[config.mk]
export PLATFORM = sky130hd
export DESIGN_NAME = multi_channel_debouncer
export DESIGN_NICKNAME = d
export VERILOG_FILES = /design/src/rtl/multi_channel_debouncer.sv
export SDC_FILE = /design/constraint.sdc
export NUM_CORES = 1
export LEC_CHECK = 0
export ABC_AREA = 1
export ABC_CLOCK_PERIOD_IN_PS = 3100
export CAP_MARGIN = 20
export CORE_MARGIN = 2
export CORE_UTILIZATION = 56
export DETAILED_ROUTE_END_ITERATION = 10
export PLACE_DENSITY = 0.88
export REMOVE_ABC_BUFFERS = 1
export SLEW_MARGIN = 20
export SYNTH_ARGS = -nofsm -noshare
export SYNTH_HDL_FRONTEND = slang
export SYNTH_SLANG_ARGS = --single-unit
[constraint.sdc]
create_clock -name clk_i -period 3.1 [get_ports clk_i]
set_input_delay 0.31 -clock clk_i [delete_from_list [all_inputs] [get_ports clk_i]]
set_output_delay 0.31 -clock clk_i [all_outputs]
set_load 0.005 [all_outputs]
[src/rtl/multi_channel_debouncer.sv]
// multi_channel_debouncer: N_CH independent button debouncers.
// Each raw input is polarity-corrected and passed through a 2-flop
// synchronizer. It then drives a LOW/RISE_WAIT/HIGH/FALL_WAIT FSM that
// accepts a level change only after DELAY_CYCLES consecutive stable samples.
//
// Optional feature: define DEBOUNCE_LONG_PRESS_EN to enable per-channel hold
// counters and the long_o event. Without it, long_o is constant 0.
//
// Ports:
//   clk_i     - clock; all state changes on the rising edge
//   rst_i     - asynchronous active-high reset
//   btn_i     - raw bouncing buttons, bit n = channel n
//   level_o   - registered debounced pressed level per channel
//   press_o   - one-cycle pulse on an accepted press
//   release_o - one-cycle pulse on an accepted release
//   long_o    - one-cycle pulse LONG_CYCLES cycles after press_o (feature only)
module multi_channel_debouncer #(
    parameter int unsigned N_CH           = 4,
    parameter int unsigned DELAY_CYCLES   = 2000000,
    parameter int unsigned LONG_CYCLES    = 50000000,
    parameter int unsigned BTN_ACTIVE_LOW = 0
) (
    input  logic            clk_i,
    input  logic            rst_i,
    input  logic [N_CH-1:0] btn_i,
    output logic [N_CH-1:0] level_o,
    output logic [N_CH-1:0] press_o,
    output logic [N_CH-1:0] release_o,
    output logic [N_CH-1:0] long_o
);

    localparam int unsigned CNT_W = $clog2(DELAY_CYCLES + 1);
    localparam logic [CNT_W-1:0] CNT_LAST = CNT_W'(DELAY_CYCLES - 1);

    typedef enum logic [1:0] {
        ST_LOW       = 2'd0,
        ST_RISE_WAIT = 2'd1,
        ST_HIGH      = 2'd2,
        ST_FALL_WAIT = 2'd3
    } state_t;

    // Reject parameter sets that leave the event timing ill-defined.
    if (N_CH < 1 || N_CH > 32 || DELAY_CYCLES < 1 || LONG_CYCLES <= DELAY_CYCLES) begin : g_bad_params
        $error("multi_channel_debouncer: illegal parameter combination");
    end

    // Two-flop synchronizer, reset to the inactive (not pressed) value.
    logic [N_CH-1:0] sync1_q, sync1_d;
    logic [N_CH-1:0] sync2_q, sync2_d;

    always_comb begin
        sync1_d = (BTN_ACTIVE_LOW != 0) ? ~btn_i : btn_i;
        sync2_d = sync1_q;
    end

    always_ff @(posedge clk_i or posedge rst_i) begin
        if (rst_i) begin
            sync1_q <= '0;
            sync2_q <= '0;
        end else begin
            sync1_q <= sync1_d;
            sync2_q <= sync2_d;
        end
    end

    for (genvar ch = 0; ch < N_CH; ch++) begin : g_ch
        state_t           state_q, state_d;
        logic [CNT_W-1:0] cnt_q, cnt_d;
        logic             sample;
        logic             level_q, level_d;
        logic             press_q, press_d;
        logic             release_q, release_d;

        assign sample = sync2_q[ch];

        // State and stability counter register.
        always_ff @(posedge clk_i or posedge rst_i) begin
            if (rst_i) begin
                state_q <= ST_LOW;
                cnt_q   <= '0;
            end else begin
                state_q <= state_d;
                cnt_q   <= cnt_d;
            end
        end

        // Next-state and stability counter logic.
        always_comb begin
            state_d = state_q;
            cnt_d   = cnt_q;
            unique case (state_q)
                ST_LOW: begin
                    if (sample) begin
                        state_d = ST_RISE_WAIT;
                        cnt_d   = '0;
                    end
                end
                ST_RISE_WAIT: begin
                    if (!sample) begin
                        state_d = ST_LOW;
                    end else if (cnt_q == CNT_LAST) begin
                        state_d = ST_HIGH;
                    end else begin
                        cnt_d = cnt_q + CNT_W'(1);
                    end
                end
                ST_HIGH: begin
                    if (!sample) begin
                        state_d = ST_FALL_WAIT;
                        cnt_d   = '0;
                    end
                end
                ST_FALL_WAIT: begin
                    if (sample) begin
                        state_d = ST_HIGH;
                    end else if (cnt_q == CNT_LAST) begin
                        state_d = ST_LOW;
                    end else begin
                        cnt_d = cnt_q + CNT_W'(1);
                    end
                end
                default: begin
                    state_d = ST_LOW;
                    cnt_d   = '0;
                end
            endcase
        end

        // Outputs are decoded from the upcoming state so the registered
        // level and pulses line up with the state register.
        always_comb begin
            level_d   = (state_d == ST_HIGH) || (state_d == ST_FALL_WAIT);
            press_d   = (state_q == ST_RISE_WAIT) && (state_d == ST_HIGH);
            release_d = (state_q == ST_FALL_WAIT) && (state_d == ST_LOW);
        end

        always_ff @(posedge clk_i or posedge rst_i) begin
            if (rst_i) begin
                level_q   <= 1'b0;
                press_q   <= 1'b0;
                release_q <= 1'b0;
            end else begin
                level_q   <= level_d;
                press_q   <= press_d;
                release_q <= release_d;
            end
        end

        assign level_o[ch]   = level_q;
        assign press_o[ch]   = press_q;
        assign release_o[ch] = release_q;

`ifdef DEBOUNCE_LONG_PRESS_EN
        localparam int unsigned HOLD_W = $clog2(LONG_CYCLES + 1);
        localparam logic [HOLD_W-1:0] HOLD_LAST = HOLD_W'(LONG_CYCLES - 1);
        localparam logic [HOLD_W-1:0] HOLD_MAX  = HOLD_W'(LONG_CYCLES);

        logic [HOLD_W-1:0] hold_q, hold_d;
        logic              long_q, long_d;
        logic              held;

        assign held = (state_q == ST_HIGH) || (state_q == ST_FALL_WAIT);

        // Hold counter: restarts on an accepted press and saturates one past
        // the firing value so long_o fires only once per press.
        always_comb begin
            hold_d = hold_q;
            long_d = held && (hold_q == HOLD_LAST);
            if ((state_q == ST_RISE_WAIT) && (state_d == ST_HIGH)) begin
                hold_d = '0;
            end else if (state_d == ST_LOW) begin
                hold_d = '0;
            end else if (held && (hold_q != HOLD_MAX)) begin
                hold_d = hold_q + HOLD_W'(1);
            end
        end

        always_ff @(posedge clk_i or posedge rst_i) begin
            if (rst_i) begin
                hold_q <= '0;
                long_q <= 1'b0;
            end else begin
                hold_q <= hold_d;
                long_q <= long_d;
            end
        end

        assign long_o[ch] = long_q;
`else
        assign long_o[ch] = 1'b0;
`endif
    end

endmodule

* Word-level counts from Yosys, hierarchy flattened
Cells that the tools add are included.
** Word-level totals
- Register bits :: 112
- Input port bits :: 6
- Output and inout bits :: 16
** Cells by class
- Eq/ne operators :: 40
- Mux-type cells :: 52
- Add/sub/neg operators :: 4
- Reductions and logical operators :: 24
** Operators by type and width (number)
- $mux W21 :: 20
- $pmux W21 S4 :: 4
- $add A21 B1 Y21 const B :: 4
- $eq A21 B21 Y1 const B :: 4
- $mux W2 :: 24
- $eq A2 B2 Y1 const B :: 16
- $ne A2 B2 Y1 const B :: 16
- $pmux W2 S4 :: 4
- $logic_not A2 Y1 :: 8
- $reduce_and A4 Y1 :: 4
- $eq A2 B1 Y1 const B :: 4
- $logic_and A1 B1 Y1 :: 8
- $logic_or A1 B1 Y1 :: 4

* Logic depth before layout (Yosys ltp)
Gate-level depths: netlist of run 1.
- Word-level depth :: 6
- Mapped depth :: 11
- Gate-level depth less buffers :: 10

* Least setup slack after synthesis of run 1
OpenSTA, ideal clock, no wires.
- Path kind :: reg2reg
- From :: register g_ch[1].cnt_q[0]
- To :: register g_ch[1].cnt_q[14]
- Arrival time :: 1.513 ns
- Setup slack :: 1.461 ns
- Stages on the path, launching flop included :: 11
- Period minus slack after synthesis :: 1.639 ns
- Path through :: dfrtp_1 > ha_1 > nand3_2 > nor2_1 > nand2_1 > nor2_2 > nor2_4 > inv_4 > buf_12 > buf_12 > o21ai_0
** On the way
- Word-level cells in the longest chain between the ends :: 4
** Ends and longest elaborated chain
- start: declaration :: RTL line 68 : logic [CNT_W-1:0] cnt_q, cnt_d;
- start signal: assignment :: RTL line 83 : cnt_q <= cnt_d;
- $add A21 B1 Y21 / $eq A21 B21 Y1 (equally long branches)
- $mux W21 * :: RTL line 101, 116
- $mux W21 (on tied branches) :: RTL line 114, 99
- $pmux W21 S4 * :: RTL line 91 : unique case (state_q)
Mark *: on every way between the ends. The rest lies on a longest branch, timed or not. The select of a mux whose other input is x is not followed.
A chain may end at the register's enable or synchronous reset.

* Worst setup path after layout of run 1
- From :: register g_ch[0].cnt_q[0]
- To :: register g_ch[0].cnt_q[9]
** On the way
- Word-level cells in the longest chain between the ends :: 4
** Ends and longest elaborated chain (RTL line)
- start: declaration :: 68
- start signal: assignment :: 83
- $add A21 B1 Y21 / $eq A21 B21 Y1 (equally long branches)
- $mux W21 * :: 101, 116
- $mux W21 (on tied branches) :: 114, 99
- $pmux W21 S4 * :: 91
Marks and branches as above.

==> results of run 1 <==
[cell families after synthesis]
group,share of synthesized area
other,0.000552
buffers and inverters,0.0854
AND/OR/NAND/NOR,0.418
XOR/XNOR,0.0271
flip-flops,0.405
AO/OA/AOI/OAI,0.0562
adder cells (fa/ha/maj),0.00737
[power groups by stage]
stage	logic [mW]	clock network, mW	registers (mW)
after global placement	0.142	0	1.52
after floorplan	0.0882	0	1.52
after detailed placement	0.146	0	1.52
after CTS	0.147	1.27	1.49
final	0.146	1.26	1.49
after global routing	0.166	1.34	1.50
[registers in the layout, indices dropped and copies added (netlist names)]
| signal | count |
|---|---|
| g_ch.cnt_q | 84 |
| g_ch.level_q | 4 |
| g_ch.press_q | 4 |
| g_ch.release_q | 4 |
| g_ch.state_q | 6 |
| sync1_q | 4 |
| sync2_q | 4 |
[worst max-delay path, stage by stage, from the launching register on]
cell	delay, ns
dfrtp_1	0.44
ha_1	0.28
nand3_2	0.19
nor2_1	0.07
nand2_1	0.05
nor2_1	0.05
nor2_1	0.70
inv_2	0.43
o21ai_0	0.30
[metal layers]
layer  GRT usage  part of all wire
met5           0                 0
met4      0.0984             0.025
met3      0.0476             0.062
met2       0.394              0.46
met1       0.318              0.45
[timing repair]
action | CTS | global route
hold buffers | 0 | 0
buffers inserted | 0 | 0
setup endpoints to repair | 0 | 6
resized for setup | 0 | 1
[worst max path at each step]
stage / to / slack [ns] / cells after the start
6_report: g_ch[0].cnt_q[9] / 0.50 / 8
5_1_grt: g_ch[0].cnt_q[15] / 0.25 / 8
4_1_cts: g_ch[3].cnt_q[16] / 0.25 / 8
3_5_place_dp: g_ch[3].cnt_q[6] / 0.29 / 8
3_3_place_gp: g_ch[3].cnt_q[15] / 0.48 / 9
2_1_floorplan: g_ch[0].cnt_q[0] / -0.11 / 1
[area by class of cell]
type | count | area (um2) | share of cell area
Clock inverter | 7 | 96.3 | 0.0133
Timing Repair Buffer | 22 | 220 | 0.0304
Clock buffer | 9 | 225 | 0.0310
Inverter | 79 | 302 | 0.0416
Multi-Input combinational cell | 748 | 3480 | 0.479
Tap cell | 147 | 184 | 0.0253
Sequential cell | 110 | 2750 | 0.379
[through the flow]
step	hold WS [ns]	TNS (ns)	utilization	area, um2
detailed placement	0.343	0	0.582	6930
global placement	0.339	0	0.582	6930
CTS	0.364	0	0.609	7250
global route	0.378	0	0.609	7260
finish	0.364	0	0.609	7260
floorplan	0.331	-12.35	-	6530
[placed cells by master (no fill, tap or decap), drive strengths merged]
master | synthesis | layout
conb | 1 | 4
and2 | 6 | 6
bufinv | 0 | 2
nand2 | 325 | 325
nand3 | 108 | 108
dfrtp | 110 | 110
clkbuf | 6 | 9
or2 | 9 | 9
nand3b | 17 | 17
inv | 79 | 80
nor4 | 2 | 2
nor3 | 6 | 6
xor2 | 17 | 17
buf | 34 | 5
ha | 4 | 4
clkdlybuf4s50 | 0 | 17
nand4 | 39 | 39
o21bai | 9 | 9
nor2 | 139 | 139
xnor2 | 4 | 4
o21ai | 59 | 59
clkinv | 0 | 4
==> metrics.txt, run 1 <==
clk buf depth=2; status=finished clean; clock latency on the worst-skew pair=0.37 ns; routability-driven placement congestion ratio=0.935; Nets=980; most numerous cell in the Yosys netlist=nand2_1; pre-CTS setup slack=0.290 ns; overall routed net length=14,800 um; crit path from=g_ch[0].cnt_q[0]; Worst EP required=3.37 ns; pin count of the biggest net entering global routing=57; CTS H-tree depth=3; Fmax=384 MHz; buffers added on ports=17; Final min period=2.60 ns; Leakage=3.10 nW; CP max FO=30; clk sinks=110; grt total ovfl=0; max-cap violations=0; worst hold path class=flip-flop to flip-flop; Avg Synthesized Cell Area=6.98 um2; Final Power=2.90 mW; critical path arrival=2.87 ns; Syn-to-layout area delta=6.78%; Hold Path Origin=sync1_q[1]; Critical Path Source Type=flip-flop; final worst slack=0.499 ns; Synth cell types=33; switching share of power=0.237; drt wl/cell=13.2 um; Seq/Total Area, Yosys=0.405; die height=114 um; drc violations=0; first-pass GRT wire length=25,900 um; Internal=2.21 mW; via-per-instance ratio=5.57; CTS tree=done; Clock Power Share=0.435; r2r worst-path depth=8; Psw=687 uW; Final Cycle Share=0.839; # setup viols final=0; I/O pin total=22; Synth Instances=974; initial antenna violation count=0; clk slew on worst S/H paths=0.07 ns; Yosys reg bits=110; clk root buf=clkbuf_16; Post-Syn Area=6800 um2; max_slew headroom=0.382; Fin. Hold Viols=0; RSZ-0062 raised after global routing=false; Layout Cells excl Fill=1,122; Max VDD drop=0.286 mV; cell taking the most area after synthesis=dfrtp_1; Reg2Reg Setup Slack=0.50 ns; total die area=13,000 um2; Starting Density=0.570; pwr/cell area=399 nW/um2; worst r2r src=g_ch[0].cnt_q[0]; worst clock skew=0.00693 ns; routed via count=6,254; YS warnings=0; critical path class=flip-flop to flip-flop; First-pass DRT Iterations=6; Endpoint, Worst Hold=sync2_q[1]; total track usage=0.242; Starting DRT DRC Count=662; number of flops mapped to enable cells by yosys=0; antenna fix cells=0; Rows=40; Fillers=1,031; max-slew violations=0; DRT antenna net count=0; reg-to-reg endpoint=g_ch[0].cnt_q[9]; top-area cell type share of the netlist area=0.405; Async SR Flop Fraction=1.00; synth top area cells=dfrtp_1 (41%), nand2_1 (18%), nand3_1 (7.7%); ys flop type=dfrtp_1; commonest cells in the netlist=nand2_1 (320), nor2_1 (135), dfrtp_1 (110), nand3_1 (104), inv_1 (76); vias in the first global route=5,720; logic gate share of total power=0.050; Hold Path Depth=0; Num CTS Buffers=9; Seq pwr share=0.515; die width=114 um; core area=11,900 um2; slew of the pin with the lowest slew margin=0.924 ns; dpl hpwl=10,200 um; share of layout cells above drive strength 1=0.0554; placed cells=1,106; Setup crit end kind=flip-flop
Note: power is estimated with default switching activity, not from simulation.
==> run 2, diff against run 1 <==
--- a/config.mk
+++ b/config.mk
@@ -6,12 +6,12 @@
 export NUM_CORES = 1
 export LEC_CHECK = 0
 export ABC_AREA = 1
-export ABC_CLOCK_PERIOD_IN_PS = 3100
+export ABC_CLOCK_PERIOD_IN_PS = 2440
 export CAP_MARGIN = 20
 export CORE_MARGIN = 2
-export CORE_UTILIZATION = 56
+export CORE_UTILIZATION = 60
 export DETAILED_ROUTE_END_ITERATION = 10
-export PLACE_DENSITY = 0.88
+export PLACE_DENSITY = 0.89
 export REMOVE_ABC_BUFFERS = 1
 export SLEW_MARGIN = 20
 export SYNTH_ARGS = -nofsm -noshare
==> constraint.sdc (replaced) <==
create_clock -name clk_i -period 2.44 [get_ports clk_i]
set_input_delay 0.244 -clock clk_i [delete_from_list [all_inputs] [get_ports clk_i]]
set_output_delay 0.244 -clock clk_i [all_outputs]
set_load 0.005 [all_outputs]
==> run 2 against run 1 <==
  * Highest routed layer unchanged
  * Wire length grew 0.13%
  * First-iteration DRC count decreased by 11%
  * Final cell count fell by 0.45%
  * Non-clock buffer count is 3 higher
  * Flip-flop and latch count is the same
  * Cell area fell by 0.17%
  * Sequential share of layout area rose by 0.066 points
  * Register-to-register slack got worse by 0.24 ns
  * Clock-buffer cell count is 2 higher
==> metrics.txt, run 2 (synthesized netlist as in run 1, its figures left out) <==
status=finished clean (unchanged); placed cells=1,102 (was 1,106); clk root buf=clkbuf_16 (unchanged); worst clock skew=0.00565 ns (was 0.00693 ns); Endpoint, Worst Hold=sync1_q[2] (was sync2_q[1]); antenna fix cells=0 (unchanged); clk buf depth=2 (unchanged); routed via count=6,272 (was 6,254); Fillers=936 (was 1,031); critical path class=flip-flop to flip-flop (unchanged); Num CTS Buffers=9 (unchanged); Layout Cells excl Fill=1,117 (was 1,122); post-route cell area=7240 um2 (was 7260 um2); DRT antenna net count=0 (unchanged); Leakage=3.10 nW (about the same); r2r worst-path depth=9 (was 8); pin count of the biggest net entering global routing=111 (was 57); Internal=2.72 mW (was 2.21 mW); pwr/cell area=492 nW/um2 (was 399 nW/um2); clk sinks=110 (unchanged); Worst EP required=2.70 ns (was 3.37 ns); # setup viols final=0 (unchanged); I/O pin total=22 (unchanged); clock latency on the worst-skew pair=0.36 ns (was 0.37 ns); Syn-to-layout area delta=6.59% (was 6.78%); Final Core Density=0.662 (was 0.609); max_slew headroom=0.621 (was 0.382); Final min period=2.18 ns (was 2.60 ns); Hold Path Depth=1 (was 0); Reg2Reg Setup Slack=0.26 ns (was 0.50 ns); Rows=38 (was 40); max-slew violations=0 (unchanged); hold_ws=0.327 ns (was 0.364 ns); buffers added on ports=17 (unchanged); Starting Density=0.621 (was 0.570); CTS H-tree depth=3 (unchanged); grt total ovfl=0 (unchanged); most frequent cells in the layout=nand2_1 (320), nor2_1 (134), dfrtp_1 (110) (unchanged); number of flip-flops in the largest register=84 (unchanged); Psw=841 uW (was 687 uW); Fin. Hold Viols=0 (unchanged); total die area=12,200 um2 (was 13,000 um2); CP max FO=30 (unchanged); critical path arrival=2.44 ns (was 2.87 ns); switching share of power=0.236 (was 0.237); worst hold path class=input port to flip-flop (was flip-flop to flip-flop); core area=10,900 um2 (was 11,900 um2); die height=110 um (was 114 um); routability-driven placement congestion ratio=0.950 (was 0.935); drt wl/cell=13.3 um (was 13.2 um); Final Power=3.56 mW (was 2.90 mW); Nets=983 (was 980); TNS Setup=0 ns (unchanged); most common cell after layout, fill and taps aside=nand2_1 (unchanged); initial antenna violation count=0 (unchanged); overall routed net length=14,900 um (was 14,800 um); CTS tree=done (unchanged); largest reg by FF count=g_ch.cnt_q (unchanged); total track usage=0.255 (was 0.242); Setup crit end kind=flip-flop (unchanged); worst r2r src=g_ch[2].cnt_q[0] (was g_ch[0].cnt_q[0]); via-per-instance ratio=5.62 (was 5.57); Area after DPL=6950 um2 (was 6930 um2); vias in the first global route=5,824 (was 5,720); share of layout cells above drive strength 1=0.0563 (was 0.0554); die width=110 um (was 114 um); final worst slack=0.262 ns (was 0.499 ns); Final Cycle Share=0.893 (was 0.839); Critical Path Source Type=flip-flop (unchanged); slew of the pin with the lowest slew margin=0.568 ns (was 0.924 ns); drc violations=0 (unchanged); first-pass GRT wire length=26,300 um (was 25,900 um); RSZ-0062 raised after global routing=false (unchanged); reg-to-reg endpoint=g_ch[2].cnt_q[10] (was g_ch[0].cnt_q[9]); Seq pwr share=0.532 (was 0.515); Hold Path Origin=btn_i[2] (was sync1_q[1]); Clock Power Share=0.416 (was 0.435); max-cap violations=0 (unchanged); Starting DRT DRC Count=586 (was 662); pre-CTS setup slack=0.0574 ns (was 0.290 ns); largest registers=g_ch.cnt_q: 84 flops, g_ch.state_q: 6 flops (unchanged); dpl hpwl=10,200 um (about the same); clk slew on worst S/H paths=0.07 ns (about the same); logic gate share of total power=0.052 (was 0.050); Max VDD drop=0.772 mV (was 0.286 mV); First-pass DRT Iterations=5 (was 6); Fmax=459 MHz (was 384 MHz)
[run 2: power by group through the flow]
stage	Combinational (mW)	Clock, mW	Sequential (mW)
finish	0.186	1.48	1.89
global route	0.213	1.57	1.90
CTS	0.187	1.50	1.89
detailed placement	0.185	0	1.93
global placement	0.183	0	1.93
floorplan	0.112	0	1.93
[run 2: worst max path at each step]
stage                     start                 to  cells after the start
2_1_floorplan             rst_i   g_ch[0].cnt_q[0]                      1
5_1_grt        g_ch[2].cnt_q[0]  g_ch[2].cnt_q[10]                      9
3_3_place_gp   g_ch[0].cnt_q[0]  g_ch[0].cnt_q[15]                      9
6_report       g_ch[2].cnt_q[0]  g_ch[2].cnt_q[10]                      9
4_1_cts        g_ch[0].cnt_q[0]   g_ch[0].cnt_q[9]                      8
3_5_place_dp   g_ch[0].cnt_q[0]   g_ch[0].cnt_q[9]                      8
[run 2: what timing repair did]
item                                    in CTS  in global routing
endpoints found under the setup margin       0                 29
hold buffers                                 0                  0
gates resized for setup                      0                  2
setup buffers                                0                  0
endpoints found under the hold margin        0                  0
[run 2: cell type report]
cell class                      count  area [um2]  area share
Timing Repair Buffer               25         243      0.0335
Multi-Input combinational cell    748        3480       0.481
Sequential cell                   110        2750       0.380
Clock inverter                      4        47.5     0.00656
Inverter                           79         302      0.0416
Clock buffer                       11         243      0.0335
Tap cell                          140         175      0.0242
[run 2: per-layer routing]
metal | share of wire | track usage
met1 | 0.46 | 0.353
met2 | 0.46 | 0.401
met3 | 0.058 | 0.0538
met4 | 0.022 | 0.0883
met5 | 0 | 0
[run 2: critical path, cell delays in order, from the launching register on]
cell and delay, ns:
dfrtp_1 0.42, ha_1 0.27, nand3_2 0.17, nor2_1 0.17, nand2_1 0.10, nor2_2 0.17, nor2_4 0.11, inv_2 0.37
nand2_1 0.15, o21ai_1 0.15
